### config.mk
export PLATFORM = sky130hd
export DESIGN_NAME = cpu_clk_sequencer_flat
export DESIGN_NICKNAME = d
export VERILOG_FILES = /design/src/rtl/cpu_clk_sequencer_if.sv /design/src/rtl/cpu_clk_sequencer.sv /design/src/flat_wrapper.sv
export SDC_FILE = /design/constraint.sdc
export NUM_CORES = 1
export LEC_CHECK = 0
export ABC_AREA = 0
export CORE_ASPECT_RATIO = 1.5
export CORE_UTILIZATION = 30
export CTS_CLUSTER_SIZE = 12
export DETAILED_ROUTE_END_ITERATION = 8
export MAX_ROUTING_LAYER = met4
export PLACE_DENSITY_LB_ADDON = 0.25
export SLEW_MARGIN = 0
export SYNTH_ARGS = -nofsm -noshare
export SYNTH_HDL_FRONTEND = slang
export SYNTH_SLANG_ARGS = --single-unit
### constraint.sdc
create_clock -name CLK -period 3.3 [get_ports CLK]
set_clock_uncertainty 0.1 [all_clocks]
set_input_delay 0.66 -clock CLK [delete_from_list [all_inputs] [get_ports CLK]]
set_output_delay 0.66 -clock CLK [all_outputs]
set_load 0.005 [all_outputs]
### src/rtl/cpu_clk_sequencer_if.sv
// Control/status bundle between the board-side controls and the 6502 clock sequencer.
// master drives the controls and watches status; slave is the sequencer itself.
interface cpu_clk_sequencer_if;
  logic        run;
  logic        step_btn;
  logic        bp_en;
  logic [15:0] bp_addr;
  logic [15:0] addr_bus;
  logic        cpu_clk;
  logic        cpu_res;
  logic [15:0] cycle_cnt;
  logic        halted;
  logic [2:0]  state;

  modport master (
    output run, step_btn, bp_en, bp_addr, addr_bus,
    input  cpu_clk, cpu_res, cycle_cnt, halted, state
  );

  modport slave (
    input  run, step_btn, bp_en, bp_addr, addr_bus,
    output cpu_clk, cpu_res, cycle_cnt, halted, state
  );
endinterface

### src/rtl/cpu_clk_sequencer.sv
// Derives the slow 6502 clock from CLK, sequences CPU reset at power-up, and runs,
// halts (cycle limit / breakpoint / run drop) and single-steps the core.
module cpu_clk_sequencer #(
  parameter int DIV         = 60000,
  parameter int RES_TICKS   = 3,
  parameter int START_TICKS = 6,
  parameter int MAX_CYCLES  = 264,
  parameter int DEBOUNCE    = 12000
) (
  input  logic                 CLK,
  input  logic                 R,
  cpu_clk_sequencer_if.slave   bus
);

  typedef enum logic [2:0] {
    RESET_HOLD = 3'd0,
    WAIT_START = 3'd1,
    RUN        = 3'd2,
    HALT       = 3'd3,
    STEP       = 3'd4
  } state_e;

  localparam int              PW         = (DIV > 1) ? $clog2(DIV) : 1;
  localparam int              DW         = (DEBOUNCE > 1) ? $clog2(DEBOUNCE) : 1;
  localparam logic [PW-1:0]   PRESC_LAST = PW'(DIV - 1);
  localparam logic [DW-1:0]   DEB_LAST   = DW'(DEBOUNCE - 1);
  localparam logic [7:0]      RES_T      = 8'(RES_TICKS);
  localparam logic [7:0]      START_T    = 8'(START_TICKS);
  localparam logic [15:0]     MAX_C      = 16'(MAX_CYCLES);

  function automatic logic [7:0] sat_inc8(input logic [7:0] v);
    return (v == 8'hFF) ? v : v + 8'd1;
  endfunction

  function automatic logic [15:0] sat_inc16(input logic [15:0] v);
    return (v == 16'hFFFF) ? v : v + 16'd1;
  endfunction

  logic [PW-1:0] presc_r;
  logic          tick_s;
  logic          sync1_r;
  logic          sync2_r;
  logic          btn_stable_r;
  logic [DW-1:0] deb_cnt_r;
  logic          deb_hit_s;
  logic          btn_rise_s;
  logic          step_req_r;
  logic          step_clr_s;
  logic          run_prev_r;
  logic          run_rise_s;

  state_e        state_r;
  state_e        state_nxt;
  logic          cpu_clk_r;
  logic          cpu_clk_nxt;
  logic          cpu_res_r;
  logic          cpu_res_nxt;
  logic [15:0]   cycle_cnt_r;
  logic [15:0]   cycle_cnt_nxt;
  logic          bp_skip_r;
  logic          bp_skip_nxt;
  logic [7:0]    tick_cnt_r;
  logic [7:0]    tick_cnt_nxt;
  logic          halted_r;
  logic          halted_nxt;

  logic [7:0]    tick_inc_s;
  logic [15:0]   cyc_inc_s;
  logic          lim_s;
  logic          stop_s;

  assign tick_s     = (presc_r == PRESC_LAST);
  assign tick_inc_s = sat_inc8(tick_cnt_r);
  assign cyc_inc_s  = sat_inc16(cycle_cnt_r);
  assign lim_s      = (MAX_C != 16'd0) && (cycle_cnt_r >= MAX_C);
  assign run_rise_s = bus.run && !run_prev_r;
  assign stop_s     = !bus.run || lim_s ||
                      (bus.bp_en && (bus.addr_bus == bus.bp_addr) && !bp_skip_r);
  assign deb_hit_s  = (sync2_r != btn_stable_r) && (deb_cnt_r == DEB_LAST);
  assign btn_rise_s = deb_hit_s && sync2_r;

  // Free-running prescaler; tick marks one cpu_clk half-period.
  always_ff @(posedge CLK or negedge R) begin
    if (!R) begin
      presc_r <= {PW{1'b0}};
    end else if (tick_s) begin
      presc_r <= {PW{1'b0}};
    end else begin
      presc_r <= presc_r + PW'(1);
    end
  end

  // Button synchronizer and stability counter; btn_stable only follows a settled input.
  always_ff @(posedge CLK or negedge R) begin
    if (!R) begin
      sync1_r      <= 1'b0;
      sync2_r      <= 1'b0;
      btn_stable_r <= 1'b0;
      deb_cnt_r    <= {DW{1'b0}};
    end else begin
      sync1_r <= bus.step_btn;
      sync2_r <= sync1_r;
      if (deb_hit_s) begin
        btn_stable_r <= sync2_r;
        deb_cnt_r    <= {DW{1'b0}};
      end else if (sync2_r != btn_stable_r) begin
        deb_cnt_r <= deb_cnt_r + DW'(1);
      end else begin
        deb_cnt_r <= {DW{1'b0}};
      end
    end
  end

  // Single pending step request; presses during free-run are thrown away.
  always_ff @(posedge CLK or negedge R) begin
    if (!R) begin
      step_req_r <= 1'b0;
    end else if ((state_r == RUN) || step_clr_s) begin
      step_req_r <= 1'b0;
    end else if (btn_rise_s) begin
      step_req_r <= 1'b1;
    end else begin
      step_req_r <= step_req_r;
    end
  end

  // Sequencer state and registered outputs.
  always_ff @(posedge CLK or negedge R) begin
    if (!R) begin
      state_r     <= RESET_HOLD;
      cpu_clk_r   <= 1'b0;
      cpu_res_r   <= 1'b1;
      cycle_cnt_r <= 16'd0;
      bp_skip_r   <= 1'b0;
      tick_cnt_r  <= 8'd0;
      halted_r    <= 1'b0;
      run_prev_r  <= 1'b0;
    end else begin
      state_r     <= state_nxt;
      cpu_clk_r   <= cpu_clk_nxt;
      cpu_res_r   <= cpu_res_nxt;
      cycle_cnt_r <= cycle_cnt_nxt;
      bp_skip_r   <= bp_skip_nxt;
      tick_cnt_r  <= tick_cnt_nxt;
      halted_r    <= halted_nxt;
      run_prev_r  <= bus.run;
    end
  end

  // Next-state logic; stop conditions are only looked at on a falling cpu_clk tick,
  // so the core never leaves RUN or STEP with its clock high.
  always_comb begin
    state_nxt     = state_r;
    cpu_clk_nxt   = cpu_clk_r;
    cpu_res_nxt   = cpu_res_r;
    cycle_cnt_nxt = cycle_cnt_r;
    bp_skip_nxt   = bp_skip_r;
    tick_cnt_nxt  = tick_cnt_r;
    step_clr_s    = 1'b0;
    case (state_r)
      RESET_HOLD: begin
        cpu_clk_nxt = 1'b0;
        if (tick_s) begin
          tick_cnt_nxt = tick_inc_s;
          if (tick_inc_s == RES_T) begin
            cpu_res_nxt = 1'b0;
            state_nxt   = WAIT_START;
          end else begin
            cpu_res_nxt = 1'b1;
          end
        end else begin
          cpu_res_nxt = 1'b1;
        end
      end
      WAIT_START: begin
        if (tick_s) begin
          tick_cnt_nxt = tick_inc_s;
          if (tick_inc_s == START_T) begin
            if (bus.run && !lim_s) begin
              state_nxt = RUN;
            end else begin
              state_nxt = HALT;
            end
          end else begin
            state_nxt = WAIT_START;
          end
        end else begin
          state_nxt = WAIT_START;
        end
      end
      RUN: begin
        if (tick_s) begin
          if (!cpu_clk_r) begin
            cpu_clk_nxt   = 1'b1;
            cycle_cnt_nxt = cyc_inc_s;
          end else begin
            cpu_clk_nxt = 1'b0;
            bp_skip_nxt = 1'b0;
            if (stop_s) begin
              state_nxt = HALT;
            end else begin
              state_nxt = RUN;
            end
          end
        end else begin
          state_nxt = RUN;
        end
      end
      HALT: begin
        cpu_clk_nxt = 1'b0;
        if (run_rise_s && !lim_s) begin
          state_nxt   = RUN;
          bp_skip_nxt = 1'b1;
        end else if (step_req_r) begin
          state_nxt  = STEP;
          step_clr_s = 1'b1;
        end else begin
          state_nxt = HALT;
        end
      end
      STEP: begin
        if (tick_s) begin
          if (!cpu_clk_r) begin
            cpu_clk_nxt   = 1'b1;
            cycle_cnt_nxt = cyc_inc_s;
          end else begin
            cpu_clk_nxt = 1'b0;
            state_nxt   = HALT;
          end
        end else begin
          state_nxt = STEP;
        end
      end
      default: begin
        state_nxt   = RESET_HOLD;
        cpu_clk_nxt = 1'b0;
        cpu_res_nxt = 1'b1;
      end
    endcase
    halted_nxt = (state_nxt == HALT);
  end

  assign bus.cpu_clk   = cpu_clk_r;
  assign bus.cpu_res   = cpu_res_r;
  assign bus.cycle_cnt = cycle_cnt_r;
  assign bus.halted    = halted_r;
  assign bus.state     = state_r;

endmodule

### src/flat_wrapper.sv
// flat-port wrapper written by rule: the top's interface ports become plain ports
module cpu_clk_sequencer_flat 
#(
  parameter int DIV         = 60000,
  parameter int RES_TICKS   = 3,
  parameter int START_TICKS = 6,
  parameter int MAX_CYCLES  = 264,
  parameter int DEBOUNCE    = 12000
)
  (CLK, R, bus_run, bus_step_btn, bus_bp_en, bus_bp_addr, bus_addr_bus, bus_cpu_clk, bus_cpu_res, bus_cycle_cnt, bus_halted, bus_state);
  cpu_clk_sequencer_if bus_i ();
  input  logic CLK;
  input  logic R;
  input wire logic [$bits(bus_i.run)-1:0] bus_run;
  input wire logic [$bits(bus_i.step_btn)-1:0] bus_step_btn;
  input wire logic [$bits(bus_i.bp_en)-1:0] bus_bp_en;
  input wire logic [$bits(bus_i.bp_addr)-1:0] bus_bp_addr;
  input wire logic [$bits(bus_i.addr_bus)-1:0] bus_addr_bus;
  output wire logic [$bits(bus_i.cpu_clk)-1:0] bus_cpu_clk;
  output wire logic [$bits(bus_i.cpu_res)-1:0] bus_cpu_res;
  output wire logic [$bits(bus_i.cycle_cnt)-1:0] bus_cycle_cnt;
  output wire logic [$bits(bus_i.halted)-1:0] bus_halted;
  output wire logic [$bits(bus_i.state)-1:0] bus_state;
  assign bus_i.run = bus_run;
  assign bus_i.step_btn = bus_step_btn;
  assign bus_i.bp_en = bus_bp_en;
  assign bus_i.bp_addr = bus_bp_addr;
  assign bus_i.addr_bus = bus_addr_bus;
  assign bus_cpu_clk = bus_i.cpu_clk;
  assign bus_cpu_res = bus_i.cpu_res;
  assign bus_cycle_cnt = bus_i.cycle_cnt;
  assign bus_halted = bus_i.halted;
  assign bus_state = bus_i.state;
  cpu_clk_sequencer #(.DIV(DIV), .RES_TICKS(RES_TICKS), .START_TICKS(START_TICKS), .MAX_CYCLES(MAX_CYCLES), .DEBOUNCE(DEBOUNCE)) u_core (.CLK(CLK), .R(R), .bus(bus_i));
endmodule
==> results of run 1 <==
[layout by cell type, fill, tap and decap left out, types with 4 or more instances in the layout]
cell | Yosys | final
nor2_1 | 40 | 40
and4_1 | 8 | 8
ha_1 | 5 | 5
nor3_1 | 7 | 7
nor4_1 | 4 | 4
dfrtp_1 | 65 | 65
xor2_1 | 19 | 19
nand3_1 | 21 | 21
a21oi_1 | 12 | 12
clkbuf_16 | 0 | 9
xnor2_1 | 41 | 41
o21ai_0 | 8 | 8
nand4_1 | 17 | 17
and3_1 | 9 | 9
nand2_1 | 23 | 23
inv_1 | 8 | 8
clkdlybuf4s50_1 | 0 | 57
[worst max-delay path, cell delays in order, from the launching register on]
cell,delay (ns)
dfrtp_1,0.44
ha_1,0.30
nand2_1,0.12
or4_1,0.54
a2111o_1,0.44
o21ai_1,0.12
o311ai_1,0.13
a21boi_1,0.15
[stage by stage]
step / instance area (um2) / worst slack (ns) / instances
3_3_place_gp: 4180 / 0.817 / 539
4_1_cts: 4500 / 0.857 / 555
5_1_grt: 4500 / 0.641 / 555
2_1_floorplan: 3440 / 1.04 / 337
6_report: 4500 / 0.848 / 555
3_5_place_dp: 4180 / 0.821 / 539
[state kept, by name, indices dropped and copies added (netlist names)]
register,count
u_core.bus.cycle_cnt,16
u_core.run_prev_r,1
u_core.btn_stable_r,1
u_core.bus.cpu_clk,1
u_core.deb_cnt_r,14
u_core.sync2_r,1
u_core.bp_skip_r,1
u_core.tick_cnt_r,8
u_core.presc_r,16
u_core.sync1_r,1
u_core.bus.state,3
u_core.bus.cpu_res,1
u_core.bus.halted,1
u_core.step_req_r,1
[power by group through the flow]
| stage | sequential (mW) | clock [mW] | combinational (mW) |
|---|---|---|---|
| finish | 0.819 | 1.02 | 0.0944 |
| global route | 0.819 | 1.08 | 0.106 |
| CTS | 0.819 | 1.04 | 0.0976 |
| detailed placement | 0.833 | 0 | 0.0971 |
| global placement | 0.833 | 0 | 0.0965 |
| floorplan | 0.832 | 0 | 0.0291 |
[per-layer routing]
layer	global-route usage	share of wire	vias up
met4	0.0617	0.018	0
met1	0.159	0.40	1300
met2	0.243	0.54	65
met3	0.0415	0.042	6
li1	-	-	1321
met5	-	0	-
[cell type report]
cell class	instances	area, um2	area share
Multi-Input combinational cell	258	1730	0.383
Sequential cell	66	1650	0.367
Timing Repair Buffer	60	591	0.131
Clock buffer	11	243	0.0539
Tap cell	147	184	0.0408
Clock inverter	5	77.6	0.0172
Inverter	8	30.0	0.00667
[cell families (layout without fill, tap and decap cells)]
kind of cell	count (synthesis)	in the layout	share of synthesized area
muxes	3	3	0.00981
buffers and inverters	13	84	0.0189
xor gates and xnor gates	60	60	0.153
and+or+nand+nor	155	155	0.258
adders and majority gates	5	5	0.0182
DFF	66	66	0.480
AOI/OAI and AO/OA	35	35	0.0625
[worst max path at each step]
stage               depth (start not counted)            startpoint                 endpoint  slack [ns]
finish                                      7  u_core.tick_cnt_r[0]        u_core.bus.halted        0.85
global route                                7     u_core.presc_r[0]        u_core.bus.halted        0.64
CTS                                         7     u_core.presc_r[0]  u_core.bus.cycle_cnt[3]        0.86
detailed placement                          7        bus_bp_addr[9]        u_core.bus.halted        0.82
global placement                            7        bus_bp_addr[9]        u_core.bus.halted        0.82
floorplan                                   7  u_core.tick_cnt_r[0]        u_core.bus.halted        1.04
==> flow_summary.toml, run 1 <==
[run_status]
status = "finished clean"

[detailed_routing]
route.detailed.drc = 0
wl_per_cell_um = 13.5
vias = 2692
via_per_inst = 4.85
first_pass_iters = 4
drtAntennaViolNets = 0
drt_iter0_drc = 150
routed_wl_mm = 7.48

[setup_path]
required_ns = 3.40
ff2ff_path_depth = 7
path_max_fanout = 7
start_kind = "flip-flop"
r2r-end = "u_core.bus.halted"
worstPathArrival_ns = 2.55
r2r-start = "u_core.tick_cnt_r[0]"
path_class = "reg2reg"
cp-end-kind = "flip-flop"
r2r_slack_ns = 0.85

[cells_and_area]
final_layout_size_suffix_gt1_frac = 0.0784
fillers = 1096
final_nets = 445
antenna_cells = 0
area_growth_syn_to_layout_pct = 30.8
final_util = 0.405

[clock_tree]
cts_setup_buffers = 0
clkSlewWorstSetupHoldPaths_ns = 0.05
cts_tree = "yes"
cts-root-buf = "clkbuf_16"
clk_latency_ns = 0.33
ctsResizeCount = 0
cts_hold_buf = 0
cts_buffer_depth = 2
htree_num_levels = 3
cts_buffers = 9
cts_sinks = 66

[synthesis]
ys_async_sr_fraction = 1.00
yosysWarnings = 0
synth.net_count = 379
ys_seq_area_frac = 0.480
yosysMostFrequentCell = "dfrtp_1"
ys_types = 51
ys_ff_latch = 66
netlist_instances = 337
synth_edf_count = 0
syn_area_um2 = 3440
synth_area_leader_cell = "dfrtp_1"
syn_area_per_cell_um2 = 10.2
synthTopCellsByCount = "65 x dfrtp_1, 41 x xnor2_1, 40 x nor2_1, 23 x nand2_1, 21 x nand3_1"
synth_area_leaders = "dfrtp_1 47%, xnor2_1 10%, xor2_1 4.8%, nor2_1 4.4%, nand4_1 3.1%"
ys_dominant_reg_cell = "dfrtp_1"
synth_top_area_share = 0.472

[min_path]
holdPathEnd = "u_core.sync2_r"
holdCritStartpoint = "u_core.sync1_r"
hold_depth = 0
min_path_type = "reg2reg"

[power_and_ir_drop]
power_frac_comb = 0.049
power.density_nw_per_um2 = 429
p_sw_uw = 381
seqPwrFrac = 0.424
swShare = 0.197
finalPower_mw = 1.93
internal_power_mw = 1.55
power_frac_clock = 0.527
ir_drop_mv = 0.225
p_leak_nw = 1.82

[timing]
period_needed_ns = 2.45
final-max-slew-violation-count = 0
rsz0062_at_grt = "no"
tightestPinTransition_ns = 0.806
finalHoldViolations = 0
timing.hold.ws_ns = 0.251
relSlewSlack = 0.463
max_freq_mhz = 408
period_share = 0.743
setup_tns_ns = 0
setup_viol = 0

[grt]
grt_pass1_vias = 2803
antenna_found_initial = 0
grt_max_degree = 37
globalRouteOverflowTotal = 0
grt_first_pass_wirelength_mm = 12.7
grt_usage = 0.146

[floorplanning]
num_rows = 47
die_width_um = 89.5
design.die.area_um2 = 11900
initial_core_util = 0.310
io_pins = 59
core_um2 = 11100
die_h_um = 133

[place]
portBuffers = 58
gp_congestion = 0.801
place_hpwl_mm = 5.50

[job]
maxCapViolCount = 0
Note: power is estimated with default switching activity, not from simulation.
==> run 2: changes to the inputs <==
Clock period 3.3 ns to 2.5 ns, I/O delays scaled along.
==> run 2 against run 1 <==
Net effect:
- final area increased by 1.8%
- fmax increased by 6.2%
- highest routed layer unchanged
- sequential power increased by 32%
- power increased by 27%
- wire length increased by 0.17%
- register-to-register slack got worse by 0.66 ns
- first-iteration DRC count decreased by 36%
- clock-buffer cell count unchanged
- sequential cell count unchanged
==> flow_summary.toml, run 2 (synthesis results as in run 1) <==
[run_status]
status = "finished clean"

[floorplanning]
design.die.area_um2 = 11900
io_pins = 59
die_width_um = 89.5
num_rows = 47
core_um2 = 11100
initial_core_util = 0.310
die_h_um = 133

[timing]
setup_tns_ns = 0
rsz0062_at_grt = "no"
timing.hold.ws_ns = 0.131
period_needed_ns = 2.31
setup_viol = 0
final-max-slew-violation-count = 0
period_share = 0.924
relSlewSlack = 0.513
finalHoldViolations = 0
max_freq_mhz = 433
tightestPinTransition_ns = 0.730

[cells_and_area]
final_layout_size_suffix_gt1_frac = 0.107
final_nets = 458
antenna_cells = 0
fillers = 1074
layout_commonest_cell = "dfrtp_1"
multi_input_area_um2 = 1730
layout_common_cells = "65 x dfrtp_1, 57 x clkdlybuf4s50_1, 41 x xnor2_1"
finalInstanceArea_um2 = 4590
area_growth_syn_to_layout_pct = 33.2
regArea_um2 = 1650

[power_and_ir_drop]
seqPwrFrac = 0.440
finalPower_mw = 2.46
ir_drop_mv = 0.266
power_frac_clock = 0.509
p_leak_nw = 1.88
p_sw_uw = 488
power_frac_comb = 0.051
swShare = 0.198
power.density_nw_per_um2 = 536
internal_power_mw = 1.97

[place]
gp_congestion = 0.791
portBuffers = 58
dpl_cell_area_um2 = 4280
place_hpwl_mm = 5.69

[grt]
grt_max_degree = 34
grt_first_pass_wirelength_mm = 12.7
globalRouteOverflowTotal = 0
grt_usage = 0.143
antenna_found_initial = 0
grt_pass1_vias = 2833

[min_path]
min_path_type = "in2async"

[detailed_routing]
first_pass_iters = 4
routed_wl_mm = 7.49
vias = 2747
wl_per_cell_um = 13.2
drt_iter0_drc = 96
via_per_inst = 4.84
route.detailed.drc = 0
drtAntennaViolNets = 0

[setup_path]
worstPathArrival_ns = 2.40
start_kind = "flip-flop"
path_max_fanout = 6
path_class = "reg2reg"
cp-end-kind = "flip-flop"
required_ns = 2.59

[clock_tree]
clk_latency_ns = 0.32
cts-root-buf = "clkbuf_16"
cts_buffer_depth = 2
clkSlewWorstSetupHoldPaths_ns = 0.05
cts_tree = "yes"
cts_buffers = 9
htree_num_levels = 3
cts_sinks = 66

[job]
maxCapViolCount = 0
-- run 2: cell count changes in the layout (fill, tap and decap cells not counted), sizes merged --
cell    previous run  this run
buf                3        16
bufinv             2         1
-- run 2: area by class of cell --
cell class	instances	area share
multi-input cells	258	0.377
repair buffers	73	0.150
well taps	147	0.0401
clock inverters	4	0.0112
clock buffers	11	0.0551
flip-flops and latches	66	0.360
inverters	8	0.00655
-- run 2: critical path: stages, from the launching register on --
cell and delay, ns:
dfrtp_1 0.43, ha_1 0.20, nand2_1 0.08, or4_1 0.54, a2111o_1 0.43, o21ai_1 0.12, o311ai_1 0.13, a21boi_1 0.16
-- run 2: repair_timing --
item                       in CTS  in global routing
hold buffers                    0                  0
setup endpoints to repair       0                  1
setup buffers                   0                  0
gates resized for setup         0                  1
-- run 2: power by group through the flow --
stage | registers, mW | clock network (mW) | logic, mW
final | 1.08 | 1.25 | 0.126
after global placement | 1.10 | 0 | 0.129
after CTS | 1.08 | 1.30 | 0.131
after floorplan | 1.10 | 0 | 0.0384
after detailed placement | 1.10 | 0 | 0.131
after global routing | 1.08 | 1.34 | 0.141
-- run 2: worst paths after layout --
path,startpoint,slack (ns),cells past startpoint,endpoint
max reg2reg,u_core.tick_cnt_r[0],0.19,7,u_core.bus.halted
max in group asynchronous,R,1.46,2,u_core.deb_cnt_r[9]
min reg2reg,u_core.sync1_r,0.26,0,u_core.sync2_r
min,R,0.13,1,u_core.tick_cnt_r[5]
max,u_core.tick_cnt_r[0],0.19,7,u_core.bus.halted
min in group CLK,u_core.sync1_r,0.26,0,u_core.sync2_r
-- run 2: through the flow --
stage | utilization | cells | setup WS (ns)
3_3_place_gp | 0.385 | 552 | 0.195
3_5_place_dp | 0.385 | 552 | 0.132
4_1_cts | 0.412 | 567 | 0.140
2_1_floorplan | - | 337 | 0.242
5_1_grt | 0.413 | 567 | 0.0409
6_report | 0.413 | 567 | 0.191
-- run 2: per-layer routing --
metal | part of all wire | track usage | up-vias
li1 | - | - | 1349
met1 | 0.40 | 0.155 | 1311
met2 | 0.55 | 0.249 | 77
met3 | 0.034 | 0.0273 | 10
met4 | 0.019 | 0.0626 | 0
met5 | 0 | - | -
